## src/rtl/dispense_pkg.sv

```systemverilog
// Shared definitions for the candy dispenser motion sequencer: mode codes,
// FSM encoding, motor pin constants and the mode decoder.
package dispense_pkg;

    localparam logic [2:0] MODE_NOP_LO        = 3'b000;
    localparam logic [2:0] MODE_STEP_FWD_SLOW = 3'b001;
    localparam logic [2:0] MODE_STEP_REV_SLOW = 3'b010;
    localparam logic [2:0] MODE_STEP_FWD_FAST = 3'b011;
    localparam logic [2:0] MODE_DC_L_SLOW     = 3'b100;
    localparam logic [2:0] MODE_DC_R_SLOW     = 3'b101;
    localparam logic [2:0] MODE_DC_L_FAST     = 3'b110;
    localparam logic [2:0] MODE_NOP_HI        = 3'b111;

    localparam logic [1:0] IDLE     = 2'd0;
    localparam logic [1:0] STEP_RUN = 2'd1;
    localparam logic [1:0] DC_RUN   = 2'd2;
    localparam logic [1:0] ACK      = 2'd3;

    localparam logic DIR_FWD = 1'b0;
    localparam logic DIR_REV = 1'b1;

    // H-bridge pin pairs, packed as {in1, in2}
    localparam logic [1:0] DC_OFF   = 2'b00;
    localparam logic [1:0] DC_LEFT  = 2'b01;
    localparam logic [1:0] DC_RIGHT = 2'b10;

    typedef enum logic [1:0] {
        MOTOR_NONE = 2'd0,
        MOTOR_STEP = 2'd1,
        MOTOR_DC   = 2'd2
    } motor_e;

    typedef struct packed {
        motor_e     motor;
        logic       dir;
        logic       fast;
        logic [1:0] dc_pins;
    } mode_dec_t;

    function automatic mode_dec_t decode_mode(input logic [2:0] mode);
        mode_dec_t d;
        d.motor   = MOTOR_NONE;
        d.dir     = DIR_FWD;
        d.fast    = 1'b0;
        d.dc_pins = DC_OFF;
        case (mode)
            MODE_STEP_FWD_SLOW: d.motor = MOTOR_STEP;
            MODE_STEP_REV_SLOW: begin
                d.motor = MOTOR_STEP;
                d.dir   = DIR_REV;
            end
            MODE_STEP_FWD_FAST: begin
                d.motor = MOTOR_STEP;
                d.fast  = 1'b1;
            end
            MODE_DC_L_SLOW: begin
                d.motor   = MOTOR_DC;
                d.dc_pins = DC_LEFT;
            end
            MODE_DC_R_SLOW: begin
                d.motor   = MOTOR_DC;
                d.dc_pins = DC_RIGHT;
            end
            MODE_DC_L_FAST: begin
                d.motor   = MOTOR_DC;
                d.dc_pins = DC_LEFT;
                d.fast    = 1'b1;
            end
            default: ;
        endcase
        return d;
    endfunction

    // Smallest width (at least 1) able to hold max_val.
    function automatic int count_width(input longint max_val);
        int w;
        w = 1;
        while ((longint'(1) << w) <= max_val) begin
            w++;
        end
        return w;
    endfunction

endpackage

```

## src/rtl/dispense_sequencer_rate_divider.sv

```systemverilog
// Reloadable step-rate divider: while enabled, emits a one-cycle tick every
// N cycles, the first one N cycles after the load.
module rate_divider #(
    parameter int N     = 4,
    parameter int WIDTH = 16
) (
    input  logic clk,
    input  logic rst,
    input  logic load,
    input  logic en,
    output logic tick
);

    localparam logic [WIDTH-1:0] LAST = WIDTH'(N - 1);

    logic [WIDTH-1:0] cnt_reg;

    always_ff @(posedge clk or posedge rst) begin
        if (rst) begin
            cnt_reg <= '0;
        end else if (load) begin
            cnt_reg <= '0;
        end else if (en) begin
            cnt_reg <= (cnt_reg == LAST) ? '0 : cnt_reg + WIDTH'(1);
        end
    end

    assign tick = en && !load && (cnt_reg == LAST);

endmodule

```

## src/rtl/dispense_sequencer.sv

```systemverilog
// Candy dispenser motion sequencer: accepts a (mode, amount) command from the
// Pi over a 4-phase req/ack handshake and runs the stepper or the DC motor.
module dispense_sequencer
    import dispense_pkg::*;
#(
    parameter int DIV_W          = 16,
    parameter int STEP_DIV_SLOW  = 6400,
    parameter int STEP_DIV_FAST  = 2000,
    parameter int STEPS_PER_UNIT = 200,
    parameter int AMT_W          = 2,
    parameter int PWM_W          = 8,
    parameter int DUTY_SLOW      = 64,
    parameter int DUTY_FAST      = 192,
    parameter int DC_RUN_CYC     = 208000
) (
    input  logic             clk,
    input  logic             rst,
    input  logic             cmd_req_i,
    input  logic [2:0]       cmd_mode_i,
    input  logic [AMT_W-1:0] cmd_amt_i,
    output logic             step_o,
    output logic             dir_o,
    output logic             dc_in1_o,
    output logic             dc_in2_o,
    output logic             dc_pwm_o,
    output logic             ack_o,
    output logic             busy_o,
    output logic             aborted_o
);

    localparam longint AMT_MAX   = (longint'(1) << AMT_W) - 1;
    localparam int STEP_CNT_W    = count_width(AMT_MAX * longint'(STEPS_PER_UNIT));
    localparam int DC_CNT_W      = count_width(AMT_MAX * longint'(DC_RUN_CYC));
    localparam int DUTY_W        = PWM_W + 1;

    localparam logic [STEP_CNT_W-1:0] STEPS_PER_UNIT_V = STEP_CNT_W'(STEPS_PER_UNIT);
    localparam logic [DC_CNT_W-1:0]   DC_RUN_CYC_V     = DC_CNT_W'(DC_RUN_CYC);
    localparam logic [DUTY_W-1:0]     DUTY_SLOW_V      = DUTY_W'(DUTY_SLOW);
    localparam logic [DUTY_W-1:0]     DUTY_FAST_V      = DUTY_W'(DUTY_FAST);

    logic                  req_meta_reg;
    logic                  req_s_reg;

    logic [1:0]            state_reg,       state_next;
    logic                  step_reg,        step_next;
    logic                  dir_reg,         dir_next;
    logic                  in1_reg,         in1_next;
    logic                  in2_reg,         in2_next;
    logic                  pwm_reg,         pwm_next;
    logic                  ack_reg,         ack_next;
    logic                  busy_reg,        busy_next;
    logic                  aborted_reg,     aborted_next;
    logic                  fast_reg,        fast_next;
    logic [DUTY_W-1:0]     duty_reg,        duty_next;
    logic [STEP_CNT_W-1:0] step_target_reg, step_target_next;
    logic [STEP_CNT_W-1:0] rise_cnt_reg,    rise_cnt_next;
    logic [DC_CNT_W-1:0]   dc_last_reg,     dc_last_next;
    logic [DC_CNT_W-1:0]   run_cnt_reg,     run_cnt_next;
    logic [PWM_W-1:0]      pwm_cnt_reg,     pwm_cnt_next;

    mode_dec_t             dec;
    logic                  div_load;
    logic                  step_en;
    logic [1:0]            div_tick;
    logic                  step_tick;

    assign dec     = decode_mode(cmd_mode_i);
    assign step_en = (state_reg == STEP_RUN);

    // Index 0 paces the slow step modes, index 1 the fast one.
    for (genvar gi = 0; gi < 2; gi++) begin : g_div
        localparam int DIV_N = (gi == 0) ? STEP_DIV_SLOW : STEP_DIV_FAST;
        rate_divider #(
            .N     (DIV_N),
            .WIDTH (DIV_W)
        ) u_div (
            .clk  (clk),
            .rst  (rst),
            .load (div_load),
            .en   (step_en),
            .tick (div_tick[gi])
        );
    end

    assign step_tick = fast_reg ? div_tick[1] : div_tick[0];

    always_comb begin
        state_next       = state_reg;
        step_next        = step_reg;
        dir_next         = dir_reg;
        in1_next         = in1_reg;
        in2_next         = in2_reg;
        pwm_next         = pwm_reg;
        ack_next         = ack_reg;
        busy_next        = busy_reg;
        aborted_next     = aborted_reg;
        fast_next        = fast_reg;
        duty_next        = duty_reg;
        step_target_next = step_target_reg;
        rise_cnt_next    = rise_cnt_reg;
        dc_last_next     = dc_last_reg;
        run_cnt_next     = run_cnt_reg;
        pwm_cnt_next     = pwm_cnt_reg;
        div_load         = 1'b0;

        case (state_reg)
            IDLE: begin
                if (req_s_reg) begin
                    div_load         = 1'b1;
                    busy_next        = 1'b1;
                    aborted_next     = 1'b0;
                    fast_next        = dec.fast;
                    duty_next        = dec.fast ? DUTY_FAST_V : DUTY_SLOW_V;
                    step_target_next = STEP_CNT_W'(cmd_amt_i) * STEPS_PER_UNIT_V;
                    dc_last_next     = DC_CNT_W'(cmd_amt_i) * DC_RUN_CYC_V - DC_CNT_W'(1);
                    rise_cnt_next    = '0;
                    run_cnt_next     = '0;
                    pwm_cnt_next     = '0;
                    if (cmd_amt_i == '0 || dec.motor == MOTOR_NONE) begin
                        state_next = ACK;
                        ack_next   = 1'b1;
                    end else if (dec.motor == MOTOR_STEP) begin
                        state_next = STEP_RUN;
                        dir_next   = dec.dir;
                    end else begin
                        state_next             = DC_RUN;
                        {in1_next, in2_next}   = dec.dc_pins;
                        pwm_next               = (duty_next != '0);
                    end
                end
            end

            STEP_RUN: begin
                if (!req_s_reg) begin
                    state_next   = IDLE;
                    step_next    = 1'b0;
                    dir_next     = 1'b0;
                    busy_next    = 1'b0;
                    aborted_next = 1'b1;
                end else if (step_tick) begin
                    if (!step_reg) begin
                        step_next     = 1'b1;
                        rise_cnt_next = rise_cnt_reg + STEP_CNT_W'(1);
                    end else begin
                        // The run ends on the fall that follows the last counted rise.
                        step_next = 1'b0;
                        if (rise_cnt_reg == step_target_reg) begin
                            state_next = ACK;
                            ack_next   = 1'b1;
                            dir_next   = 1'b0;
                        end
                    end
                end
            end

            DC_RUN: begin
                if (!req_s_reg) begin
                    state_next   = IDLE;
                    in1_next     = 1'b0;
                    in2_next     = 1'b0;
                    pwm_next     = 1'b0;
                    busy_next    = 1'b0;
                    aborted_next = 1'b1;
                end else if (run_cnt_reg == dc_last_reg) begin
                    state_next = ACK;
                    ack_next   = 1'b1;
                    in1_next   = 1'b0;
                    in2_next   = 1'b0;
                    pwm_next   = 1'b0;
                end else begin
                    run_cnt_next = run_cnt_reg + DC_CNT_W'(1);
                    pwm_cnt_next = pwm_cnt_reg + PWM_W'(1);
                    pwm_next     = ({1'b0, pwm_cnt_next} < duty_reg);
                end
            end

            ACK: begin
                if (!req_s_reg) begin
                    state_next = IDLE;
                    ack_next   = 1'b0;
                    busy_next  = 1'b0;
                end
            end

            default: begin
                state_next = IDLE;
            end
        endcase
    end

    always_ff @(posedge clk or posedge rst) begin
        if (rst) begin
            req_meta_reg    <= 1'b0;
            req_s_reg       <= 1'b0;
            state_reg       <= IDLE;
            step_reg        <= 1'b0;
            dir_reg         <= 1'b0;
            in1_reg         <= 1'b0;
            in2_reg         <= 1'b0;
            pwm_reg         <= 1'b0;
            ack_reg         <= 1'b0;
            busy_reg        <= 1'b0;
            aborted_reg     <= 1'b0;
            fast_reg        <= 1'b0;
            duty_reg        <= '0;
            step_target_reg <= '0;
            rise_cnt_reg    <= '0;
            dc_last_reg     <= '0;
            run_cnt_reg     <= '0;
            pwm_cnt_reg     <= '0;
        end else begin
            req_meta_reg    <= cmd_req_i;
            req_s_reg       <= req_meta_reg;
            state_reg       <= state_next;
            step_reg        <= step_next;
            dir_reg         <= dir_next;
            in1_reg         <= in1_next;
            in2_reg         <= in2_next;
            pwm_reg         <= pwm_next;
            ack_reg         <= ack_next;
            busy_reg        <= busy_next;
            aborted_reg     <= aborted_next;
            fast_reg        <= fast_next;
            duty_reg        <= duty_next;
            step_target_reg <= step_target_next;
            rise_cnt_reg    <= rise_cnt_next;
            dc_last_reg     <= dc_last_next;
            run_cnt_reg     <= run_cnt_next;
            pwm_cnt_reg     <= pwm_cnt_next;
        end
    end

    assign step_o    = step_reg;
    assign dir_o     = dir_reg;
    assign dc_in1_o  = in1_reg;
    assign dc_in2_o  = in2_reg;
    assign dc_pwm_o  = pwm_reg;
    assign ack_o     = ack_reg;
    assign busy_o    = busy_reg;
    assign aborted_o = aborted_reg;

endmodule
```

## config.mk

```make
export PLATFORM = sky130hd
export DESIGN_NAME = dispense_sequencer
export DESIGN_NICKNAME = d
export VERILOG_FILES = /design/src/rtl/dispense_pkg.sv /design/src/rtl/dispense_sequencer_rate_divider.sv /design/src/rtl/dispense_sequencer.sv
export SDC_FILE = /design/constraint.sdc
export NUM_CORES = 1
export LEC_CHECK = 0
export BUFFER_PORTS_ARGS = -buffer_cell sky130_fd_sc_hd__buf_2
export CORE_ASPECT_RATIO = 0.5
export CORE_MARGIN = 5
export CORE_UTILIZATION = 25
export DETAILED_ROUTE_END_ITERATION = 16
export PLACE_DENSITY = 0.36
export REMOVE_ABC_BUFFERS = 1
export SYNTH_ARGS = -nofsm -noshare
export SYNTH_HDL_FRONTEND = slang
export SYNTH_HIERARCHICAL = 1
export SYNTH_SLANG_ARGS = --single-unit
```

## constraint.sdc

```tcl
create_clock -name clk -period 3.5 [get_ports clk]
set_input_delay 0 -clock clk [delete_from_list [all_inputs] [get_ports clk]]
set_output_delay 0 -clock clk [all_outputs]
set_load 0.02 [all_outputs]
```

After elaboration in Yosys (flattened, before gate mapping):

Index checks and enable logic that the tools add are counted.

* register bits: 119
* input bits: 8
* output and inout bits: 8
* logic and storage cells: 174

* add/sub/neg operators: 6
* $mul: 2
* order comparisons: 1
* eq/ne operators: 35
* mux-type cells: 80
* reductions and logical operators: 30

Operators by type and width (number)
* 2-to-1 mux 16 bit: 6
* 2-to-1 mux 20 bit: 3
* 2-to-1 mux 1 bit: 40
* 2-to-1 mux 10 bit: 4
* one-hot mux 20 bit (2 select lines): 1
* adder 16 x 1 -> 16 bit, second input constant: 2
* 2-to-1 mux 8 bit: 4
* != test 2 bit, second input constant: 16
* adder 20 x 1 -> 20 bit, second input constant: 1
* equality test 20 bit: 1
* 2-to-1 mux 2 bit: 10
* one-hot mux 10 bit (2 select lines): 1
* subtractor 20 x 1 -> 20 bit, second input constant: 1
* equality test 16 x 11 -> 1 bit, second input constant: 1
* equality test 16 x 13 -> 1 bit, second input constant: 1
* one-hot mux 8 bit (2 select lines): 1
* multiplier 2 x 11 -> 13 bit, second input constant: 1
* != test 3 bit, second input constant: 4
* one-hot mux 1 bit (2 select lines): 6
* adder 10 x 1 -> 10 bit, second input constant: 1
* equality test 10 bit: 1
* AND reduction 5 bit: 2
* equality test 3 bit, second input constant: 3
* less-than comparator 8 x 9 -> 1 bit: 1
* 24 further kinds: 42

Depth between registers and ports, before layout:

* word-level depth: 9
* gate-level depth with buffers: 14
* mapped depth without buffers: 11

Cells and area by module:

Netlist, hierarchy kept.

By module, submodules not included
* dispense_sequencer: times used 1, cells each 407, area each 3707.3 um^2, sequential area each 1601.5 um^2
* rate_divider (g_div[0].u_div): times used 1, cells each 108, area each 1036.0 um^2, sequential area each 400.4 um^2
* rate_divider (g_div[1].u_div): times used 1, cells each 113, area each 1024.7 um^2, sequential area each 400.4 um^2

Worst setup path after synthesis:

OpenSTA, ideal clock, no wires.

* path kind: register -> register
* start: register g_div[0].u_div.cnt_reg[9]
* end: register rise_cnt_reg[7]
* library setup time: 78 ps
* data arrival time: 2988 ps
* required time: 3422 ps
* setup slack: 434 ps
* stages on the path, launching flop included: 10
* period minus slack after synthesis: 3066 ps
* cells stage by stage: dfrtp_1 > or4_2 > nor4_4 > buf_4 > nor2b_1 > mux2_2 > a31oi_1 > or2_2 > or4_1 > a21oi_1

* cells in the longest elaborated chain, start to end: 5

RTL lines
* start: declaration: line dispense_sequencer_rate_divider.sv:16 `logic [WIDTH-1:0] cnt_reg;`
* start signal: assignment: line dispense_sequencer_rate_divider.sv:24 `cnt_reg <= (cnt_reg == LAST) ? '0 : cnt_reg + WIDTH'(1);`
* equality test 16 x 13 -> 1 bit: line dispense_sequencer_rate_divider.sv:28 `assign tick = en && !load && (cnt_reg == LAST);`
* logical AND 1 bit: line dispense_sequencer_rate_divider.sv:28
* named net div_tick[0]: line dispense_sequencer.sv:64 `logic [1:0] div_tick;`
* 2-to-1 mux 1 bit: line dispense_sequencer.sv:85 `assign step_tick = fast_reg ? div_tick[1] : div_tick[0];`
* != test 2 bit (no line)
* AND reduction 5 bit (no line)
* end signal: assignment: line dispense_sequencer.sv:226 `rise_cnt_reg <= rise_cnt_next;`
* end: declaration: line dispense_sequencer.sv:56 `logic [STEP_CNT_W-1:0] rise_cnt_reg, rise_cnt_next;`

The timed path passes the listed nets, and every way through them passes these cells.
A chain may end at the register's enable or synchronous reset.

Final worst setup path:

* start: register g_div[0].u_div.cnt_reg[9]
* end: register rise_cnt_reg[9]

The elaborated chain is that of the path after synthesis.

==> flow_metrics.py <==
metrics = {
    "outcome": {
        "outcome": "completed",
    },
    "timing": {
        "skew_ns": 0.00771,
        "timing.final.hold_violations": 0,
        "finalSetupViolCount": 0,
        "finalCritPeriodShare": 0.893,
        "relSlewSlack": 0.330,
        "worst_slew_pin_slew_ns": 1.00,
        "rsz0062_at_grt": "false",
        "maxSlewViolCount": 0,
        "tns_ns": 0,
        "max_freq_ghz": 0.320,
        "finalCriticalPeriod_ns": 3.12,
    },
    "job": {
        "maxCapViolCount": 0,
    },
    "min_path": {
        "hp-start": "cmd_mode_i[2]",
        "min_path_type": "in -> reg",
    },
    "finish": {
        "seq_area_um2": 2400,
        "post-route-util": 0.287,
        "nets": 669,
        "diodes": 0,
        "multi_input_area_um2": 3080,
        "drive_gt1_frac": 0.109,
        "nFillCells": 2445,
        "syn2layout_area_growth_pct": 13.1,
        "largest_reg_flops": 32,
    },
    "routing": {
        "wl_per_cell_um": 16.3,
        "first_pass_iters": 4,
        "drtIter0Drc": 278,
        "routed_wl_um": 15600,
        "ant_nets": 0,
        "drc": 0,
        "num_vias": 4804,
        "viasPerCell": 5.03,
    },
    "global_routing": {
        "grt_pass1_vias": 4886,
        "gr-usage-all-layers": 0.123,
        "grt-ovfl-total": 0,
        "antenna_found_initial": 0,
        "grt_max_degree": 46,
        "grt_pass1_wl_um": 26400,
    },
    "setup_path": {
        "crit_arrival_ns": 3.41,
        "critPathLaunch": "g_div[0].u_div/cnt_reg[9]$_DFFE_PP0P_",
        "worstReg2RegStart": "g_div[0].u_div/cnt_reg[9]$_DFFE_PP0P_",
        "crit_fanout": 6,
        "worstPathRequired_ns": 3.79,
        "worstSetupPathType": "reg -> reg",
        "crit_path_end_kind": "register",
        "start_kind": "register",
    },
    "power": {
        "ir_drop_mv": 0.208,
        "p_leak_uw": 0.00260,
        "p_per_area_nw_per_um2": 576,
    },
    "die": {
        "core_region_area_um2": 22700,
        "die_w_um": 225,
        "die-area_um2": 26400,
        "start_util": 0.254,
        "chipHeight_um": 117,
        "rows": 39,
        "io_pins": 16,
    },
    "clock_network": {
        "cts_buffer_depth": 2,
        "htree_num_levels": 3,
        "insertion_delay_ns": 0.36,
        "post_cts_buffers": 0,
        "clock-sinks": 96,
        "cts_buffers": 9,
        "cts-root-buf": "clkbuf_16",
        "cts_tree": "built",
        "clk_pin_slew_worst_paths_ns": 0.07,
    },
    "synth": {
        "synthArstFlopShare": 1.00,
        "post_synth.cell_area_avg_um2": 9.18,
        "synth_edf_count": 0,
        "synthesis.area_um2": 5770,
        "synth_seq_cells": 96,
        "synth_warnings": 6,
        "synth_top_flop_cell": "dfrtp_1",
        "postSynthCellCount": 628,
        "synth_seq_area_share": 0.416,
        "synthDistinctLibCells": 68,
    },
    "place": {
        "place.port_buffers": 15,
        "gp_congestion": 0.781,
        "hpwlAfterDp_um": 10600,
    },
}
==> cell usage after synthesis (17+ instances only) <==
cell | count | area (um^2)
a21oi_1 | 17 | 85.1
ha_1 | 17 | 213
nor3_1 | 17 | 85.1
dfrtp_1 | 96 | 2400
inv_1 | 24 | 90.1
nand2_1 | 72 | 270
nor2_1 | 32 | 120
nor4_1 | 21 | 131
o31ai_1 | 24 | 180
o21ai_0 | 29 | 145
nand4_1 | 21 | 131
nand3_1 | 40 | 200
==> cell families (layout without fill, tap and decap cells) <==
group / count (synthesis) / after routing / share of synthesized area
AO/OA/AOI/OAI: 140 / 140 / 0.174
XOR/XNOR: 17 / 17 / 0.0258
adder cells (fa/ha/maj): 17 / 17 / 0.0369
buffers and inverters: 55 / 76 / 0.0505
flip-flops: 96 / 96 / 0.416
multiplexers: 14 / 14 / 0.0247
AND/OR/NAND/NOR: 289 / 289 / 0.272
==> critical path: stages, from the launching register on <==
cell,delay [ns]
dfrtp_1,0.42
or4_2,0.74
nor4_4,0.32
nor2b_1,0.18
mux2_2,0.23
a31oi_1,0.20
or2_2,0.36
or4_1,0.47
a21oi_1,0.15
==> area by class of cell <==
type,instances,area share
Sequential cell,96,0.368
Tap cell,307,0.0589
Multi-Input combinational cell,477,0.472
Clock buffer,10,0.0366
Clock inverter,6,0.0104
Timing Repair Buffer,36,0.0399
Inverter,24,0.0138
==> per-stage QoR <==
step / power, uW / instances / worst slack, ns / hold slack (ns) / instance area, um^2
5_1_grt: 4050 / 956 / 0.119 / 0.121 / 6520
2_1_floorplan: 2280 / 597 / -0.150 / -0.0863 / 5570
4_1_cts: 3840 / 956 / 0.289 / 0.0449 / 6520
3_5_place_dp: 2760 / 934 / 0.281 / 0.113 / 6150
6_report: 3760 / 956 / 0.376 / 0.0678 / 6520
3_3_place_gp: 2760 / 934 / 0.359 / 0.108 / 6150
==> worst paths after layout <==
| kind | end | slack (ns) | cells past startpoint |
|---|---|---|---|
| setup / recovery | rise_cnt_reg[9]$_DFFE_PP0P_ | 0.38 | 8 |
| hold / removal | duty_reg[7]$_DFFE_PP0P_ | 0.07 | 4 |
| setup reg to reg | rise_cnt_reg[9]$_DFFE_PP0P_ | 0.38 | 8 |
| hold reg to reg | req_s_reg$_DFF_PP0_ | 0.35 | 0 |
| max in group asynchronous | dc_in1_o$_DFFE_PP0P_ | 2.14 | 4 |
| min in group asynchronous | g_div[1].u_div/cnt_reg[15]$_DFFE_PP0P_ | 0.33 | 3 |
==> routing by layer <==
metal,track usage,part of all wire
met2,0.200,0.48
met1,0.164,0.48
met5,0,0
met3,0.0285,0.025
met4,0.0338,0.015
==> where the power goes <==
| group | leakage (uW) | internal [uW] | switching [uW] |
|---|---|---|---|
| combinational | 0.00117 | 434 | 832 |
| clock | 0.000145 | 577 | 471 |
| sequential | 0.00128 | 1280 | 158 |
| total | 0.00260 | 2300 | 1460 |
==> what timing repair did <==
item | in CTS | in global routing
hold buffers | 6 | 0
hold endpoints to repair | 81 | 0
gates resized for setup | 0 | 1
endpoints found under the setup margin | 0 | 2
==> cells in the final DEF (no fill, tap or decap), types with 6 or more instances in the layout <==
cell and n:
inv_1 23, a21oi_1 17, ha_1 17, or2_2 8, nor2b_1 8, xor2_1 7
xnor2_1 10, o311ai_0 8, nor4_1 20, nand2b_1 6, buf_4 14, nand3_1 40
nand2_1 72, nor2_1 32, o21ai_0 29, or3_1 15, dlygate4sd3_1 6, a22o_1 11
mux2i_1 12, nor3b_1 7, nand4_1 21, o31ai_1 24, nor3_1 17, or4_1 14
clkbuf_16 9, o21a_1 7, dfrtp_1 96, buf_2 15
Note: power is estimated with default switching activity, not from simulation.
